[config.mk]
export PLATFORM = sky130hd
export DESIGN_NAME = kfpga_config_loader
export DESIGN_NICKNAME = d
export VERILOG_FILES = /design/src/rtl/kfpga_config_loader.sv
export SDC_FILE = /design/constraint.sdc
export NUM_CORES = 1
export LEC_CHECK = 0
export CAP_MARGIN = 20
export CORE_MARGIN = 4
export CORE_UTILIZATION = 49
export DETAILED_ROUTE_END_ITERATION = 8
export PLACE_DENSITY = 0.74
export SLEW_MARGIN = 20
export SYNTH_ARGS = -nofsm -noshare
export SYNTH_HDL_FRONTEND = slang
export SYNTH_SLANG_ARGS = --single-unit
[constraint.sdc]
create_clock -name clock -period 2.64 [get_ports clock]
set_input_delay 0.792 -clock clock [delete_from_list [all_inputs] [get_ports clock]]
set_output_delay 0.792 -clock clock [all_outputs]
set_load 0.05 [all_outputs]
[src/rtl/kfpga_config_loader.sv]
// Bitstream loader for the kFPGA configuration chain: clears the chain, then
// serialises valid/ready words LSB-first while checking the chain tail stays 0.
module kfpga_config_loader #(
  parameter int unsigned WORD_WIDTH   = 8,
  parameter int unsigned CHAIN_LENGTH = 4096,
  parameter int unsigned COUNT_WIDTH  = 16,
  parameter int unsigned CLEAR_CYCLES = 2
) (
  input  logic                   clock,
  input  logic                   nreset,
  input  logic                   start,
  input  logic [WORD_WIDTH-1:0]  word_data,
  input  logic                   word_valid,
  output logic                   word_ready,
  output logic                   core_config_in,
  output logic                   core_config_enable,
  output logic                   core_config_nreset,
  input  logic                   core_config_out,
  output logic                   busy,
  output logic                   done,
  output logic                   error,
  output logic [COUNT_WIDTH-1:0] bits_loaded
);

  localparam int unsigned SCNT_W = $clog2(WORD_WIDTH + 1);
  localparam int unsigned CLR_W  = (CLEAR_CYCLES > 1) ? $clog2(CLEAR_CYCLES) : 1;

  typedef enum logic [1:0] {IDLE, CLEAR, LOAD, DONE} state_t;

  state_t                 state;
  logic [WORD_WIDTH-1:0]  sreg;
  logic [SCNT_W-1:0]      scnt;
  logic [CLR_W-1:0]       clr_cnt;

  logic [COUNT_WIDTH-1:0] bits_next_c;
  logic                   last_shift_c;
  logic                   en_n_c;
  logic                   in_n_c;
  logic [WORD_WIDTH-1:0]  sreg_n_c;
  logic [SCNT_W-1:0]      scnt_n_c;
  logic                   ready_n_c;

  // Next bit to present: remaining register bits first, else a freshly accepted word.
  always_comb begin
    bits_next_c  = bits_loaded + COUNT_WIDTH'(core_config_enable);
    last_shift_c = core_config_enable && (bits_next_c == COUNT_WIDTH'(CHAIN_LENGTH));
    en_n_c       = 1'b0;
    in_n_c       = 1'b0;
    sreg_n_c     = sreg;
    scnt_n_c     = scnt;
    if (scnt != '0) begin
      en_n_c   = 1'b1;
      in_n_c   = sreg[0];
      sreg_n_c = sreg >> 1;
      scnt_n_c = scnt - SCNT_W'(1);
    end else if (word_valid && word_ready) begin
      en_n_c   = 1'b1;
      in_n_c   = word_data[0];
      sreg_n_c = word_data >> 1;
      scnt_n_c = SCNT_W'(WORD_WIDTH - 1);
    end
    // Never ask for a word that could only be discarded after the final bit.
    ready_n_c = (scnt_n_c == '0) &&
                !(en_n_c && ((bits_next_c + COUNT_WIDTH'(1)) == COUNT_WIDTH'(CHAIN_LENGTH)));
  end

  always_ff @(posedge clock) begin
    if (!nreset) begin
      state              <= IDLE;
      sreg               <= '0;
      scnt               <= '0;
      clr_cnt            <= '0;
      word_ready         <= 1'b0;
      core_config_in     <= 1'b0;
      core_config_enable <= 1'b0;
      core_config_nreset <= 1'b1;
      busy               <= 1'b0;
      done               <= 1'b0;
      error              <= 1'b0;
      bits_loaded        <= '0;
    end else begin
      case (state)
        IDLE, DONE: begin
          if (start) begin
            state              <= CLEAR;
            busy               <= 1'b1;
            done               <= 1'b0;
            error              <= 1'b0;
            bits_loaded        <= '0;
            sreg               <= '0;
            scnt               <= '0;
            clr_cnt            <= '0;
            core_config_nreset <= 1'b0;
          end
        end
        CLEAR: begin
          if (clr_cnt == CLR_W'(CLEAR_CYCLES - 1)) begin
            state              <= LOAD;
            core_config_nreset <= 1'b1;
            word_ready         <= 1'b1;
          end else begin
            clr_cnt <= clr_cnt + CLR_W'(1);
          end
        end
        LOAD: begin
          bits_loaded <= bits_next_c;
          // The chain was just cleared, so any 1 at the tail means a broken chain.
          if (core_config_enable && core_config_out) begin
            error <= 1'b1;
          end
          if (last_shift_c) begin
            state              <= DONE;
            busy               <= 1'b0;
            done               <= 1'b1;
            core_config_enable <= 1'b0;
            core_config_in     <= 1'b0;
            word_ready         <= 1'b0;
            sreg               <= '0;
            scnt               <= '0;
          end else begin
            core_config_enable <= en_n_c;
            core_config_in     <= in_n_c;
            sreg               <= sreg_n_c;
            scnt               <= scnt_n_c;
            word_ready         <= ready_n_c;
          end
        end
        default: state <= IDLE;
      endcase
    end
  end

endmodule

==> results.yml <==
synth:
  synth_most_common_cell: "dfxtp_1"
  synth_cells: 308
  synth_top_flop_cell: "dfxtp_1"
  synth.area.top_cells: "dfxtp_1 30%, o21ai_0 5.7%, nand2_1 4.3%"
  ys_seq_elements: 37
  syn_area_sq_um: 2454
  syn-num-nets: 327
  syn_avg_cell_area_sq_um: 7.966
  yosysSeqAreaShare_pct: 30.19
  yosysUniqueCellTypes: 62
  netlist_top_cells_count: "37 x dfxtp_1, 28 x nand2_1, 28 x o21ai_0"
  yosysWarnings: 0
  synth_top_area_share_pct: 30.19
  yosysTopAreaCell: "dfxtp_1"
  synth_edf_count: 0
  synthArstFlopShare_pct: 0
timing:
  drv_slew: 0
  report.final.hold_viol_count: 0
  fin_skew_ns: 0.005856
  rsz0062_at_grt: "yes"
  tightest_slew_ns: 0.5136
  period_needed_ns: 2.527
  setup_slack_ns: 0.1131
  fin_crit_sh_pct: 95.72
  slew_headroom_pct: 65.65
  setup_violations: 0
  fmax_ghz: 0.3957
power_and_ir_drop:
  switching_share_pct: 40.05
  p_total_mw: 1.946
  combinationalPowerShare_pct: 45.1
  p_seq_share_pct: 34.1
  p_switching_mw: 0.7796
  internal_power_mw: 1.167
  power.share.clock_pct: 20.8
  peakVddDrop_mv: 0.6833
  p_leak_nw: 1.160
  cellPowerDensity_nw_per_um2: 634.2
place:
  post-place-ws_ns: -0.06818
  hpwlAfterDp_mm: 4.325
  routabilityCongestion: 0.8248
  placed_cells: 409
  io_buffers: 35
worst_setup_path:
  cp_max_fo: 13
  crit_type: "register to output port"
  crit_arrival_ns: 1.73
  cp-end-kind: "output port"
  critPathMaxStageDelay_ns: 0.88
  crit_slowest_cell: "clkdlybuf4s50_1"
  r2r-end: "word_ready"
  crit_path_cell_trace: "clkdlybuf4s50_1"
  startpoint_type: "register"
  reg2reg_setup_slack_ns: 0.13
  crit_required_ns: 1.85
  r2r_cells: 8
  crit-reg2reg-launch: "core_config_enable"
  cp_top_family: "buffers and inverters"
  crit_buf_inv: 1
route:
  routed_wirelength_mm: 5.877
  drt-pass1-iter-count: 4
  first_iter_violations: 150
  wl_per_cell_um: 14.13
  postRouteAntennaNets: 0
  vias: 2437
  via_per_inst: 5.858
  drc: 0
global_route:
  grt_max_degree: 20
  grt_pass1_vias: 2250
  track_usage_pct: 20.00
  antenna_found_initial: 0
  grt.overflow.total: 0
  grtUsageMet2_pct: 32.68
  top_usage_layer: "met2"
  grt_util_met1_pct: 25.14
  grt_first_pass_wirelength_mm: 10.21
  grt_use_met3_pct: 4.195
worst_hold_path:
  hold-path-endpoint: "busy"
  hold-path-cell-count: 2
  holdCritStartpoint: "busy"
  hold_class: "register to register"
clock_network:
  h-tree-depth: 2
  worstSkewPairLatency_ns: 0.29
  clk_path_buf_depth: 2
  clockRootBuffer: "clkbuf_8"
  cts.sinks: 37
  tritoncts: "done"
  hold_buffers: 0
  clkTransAtPathRegs_ns: 0.07
  cts_buffers: 5
floorplanning:
  core_area_sq_um: 4786
  design.portCount: 36
  dieArea_sq_um: 6203
  die_w_um: 78.76
  fp-row-count: 25
  fp.dieH_um: 78.76
  start_util_pct: 51.27
finish:
  regArea_sq_um: 744.5
  fin_nets: 368
  drive_gt1_share_pct: 16.91
  fin_cells: 416
  nFillCells: 431
  num_antenna_cells: 0
  multiInputGateArea_sq_um: 1603
  syn_to_final_growth_pct: 25.09
  postLayoutCoreUtil_pct: 64.13
run:
  maxCapViolations: 0
run_status:
  status: "finished, final reports clean"
==> what timing repair did <==
| action | CTS | global route |
|---|---|---|
| endpoints found under the setup margin | 1 | 14 |
| pin swaps | 0 | 2 |
| hold endpoints to repair | 0 | 0 |
| resized for setup | 1 | 10 |
| buffers inserted | 0 | 0 |
==> cell usage in the layout, fill, tap and decap left out, drive strengths merged, types with 9 or more instances in the layout <==
cell	Yosys	layout
a21oi	18	18
and2	10	10
buf	9	22
clkdlybuf4s50	0	34
dfxtp	37	37
inv	10	10
nand2	28	28
nand3	13	13
nand4	9	9
nor2	23	23
nor2b	10	10
o21ai	34	34
==> power by group through the flow <==
stage | Sequential [mW] | Combinational (mW) | Clock (mW)
after floorplan | 0.749 | 0.500 | 0
after global placement | 0.675 | 0.851 | 0
after detailed placement | 0.676 | 0.867 | 0
after CTS | 0.664 | 0.871 | 0.416
after global routing | 0.673 | 0.971 | 0.443
final | 0.665 | 0.878 | 0.404
==> metal layers <==
layer  vias to the layer above  share of wire, %
met5                         -                 0
met4                         0               2.8
met3                        16               4.4
met2                        58                48
met1                      1149                45
li1                       1214                 -
==> flip-flops by register name, indices dropped and copies added, names as in the netlist <==
| register | cells |
|---|---|
| bits_loaded | 16 |
| busy | 1 |
| clr_cnt | 1 |
| core_config_enable | 1 |
| core_config_in | 1 |
| core_config_nreset | 1 |
| done | 1 |
| error | 1 |
| scnt | 4 |
| sreg | 7 |
| state | 2 |
| word_ready | 1 |
==> cell families after synthesis <==
group,Yosys count,synth area share (%)
flops,37,30.19
mux,10,4.182
xor+xnor,3,1.071
simple gates,124,28.25
buf+inv,33,6.171
fa+ha+maj,6,3.060
compound gates,95,27.08
==> worst max-delay path by stage <==
stage	from	slack [ns]	cells past startpoint	end
6_report	bits_loaded[6]	0.11	1	bits_loaded[6]
3_3_place_gp	word_valid	-0.03	6	word_ready
2_1_floorplan	core_config_enable	0.005	10	word_ready
3_5_place_dp	word_valid	-0.07	6	word_ready
5_1_grt	bits_loaded[2]	-0.03	7	scnt[1]
4_1_cts	bits_loaded[0]	0.04	9	word_ready
==> area by class of cell <==
cell class | instances | area share [%]
Clock buffer | 7 | 2.813
Inverter | 10 | 1.223
Multi-Input combinational cell | 238 | 52.22
Sequential cell | 37 | 24.26
Tap cell | 67 | 2.731
Timing Repair Buffer | 57 | 16.76
==> metrics by stage <==
stage,cell area (sq um),setup TNS [ns],hold WS (ns)
finish,3069,0,0.4558
global route,3069,-0.08600,0.4807
CTS,3028,0,0.4632
detailed placement,2943,-0.06818,0.4466
global placement,2943,-0.02648,0.4472
floorplan,2457,0,0.4747
No activity file was read; power rests on OpenSTA's default activity.
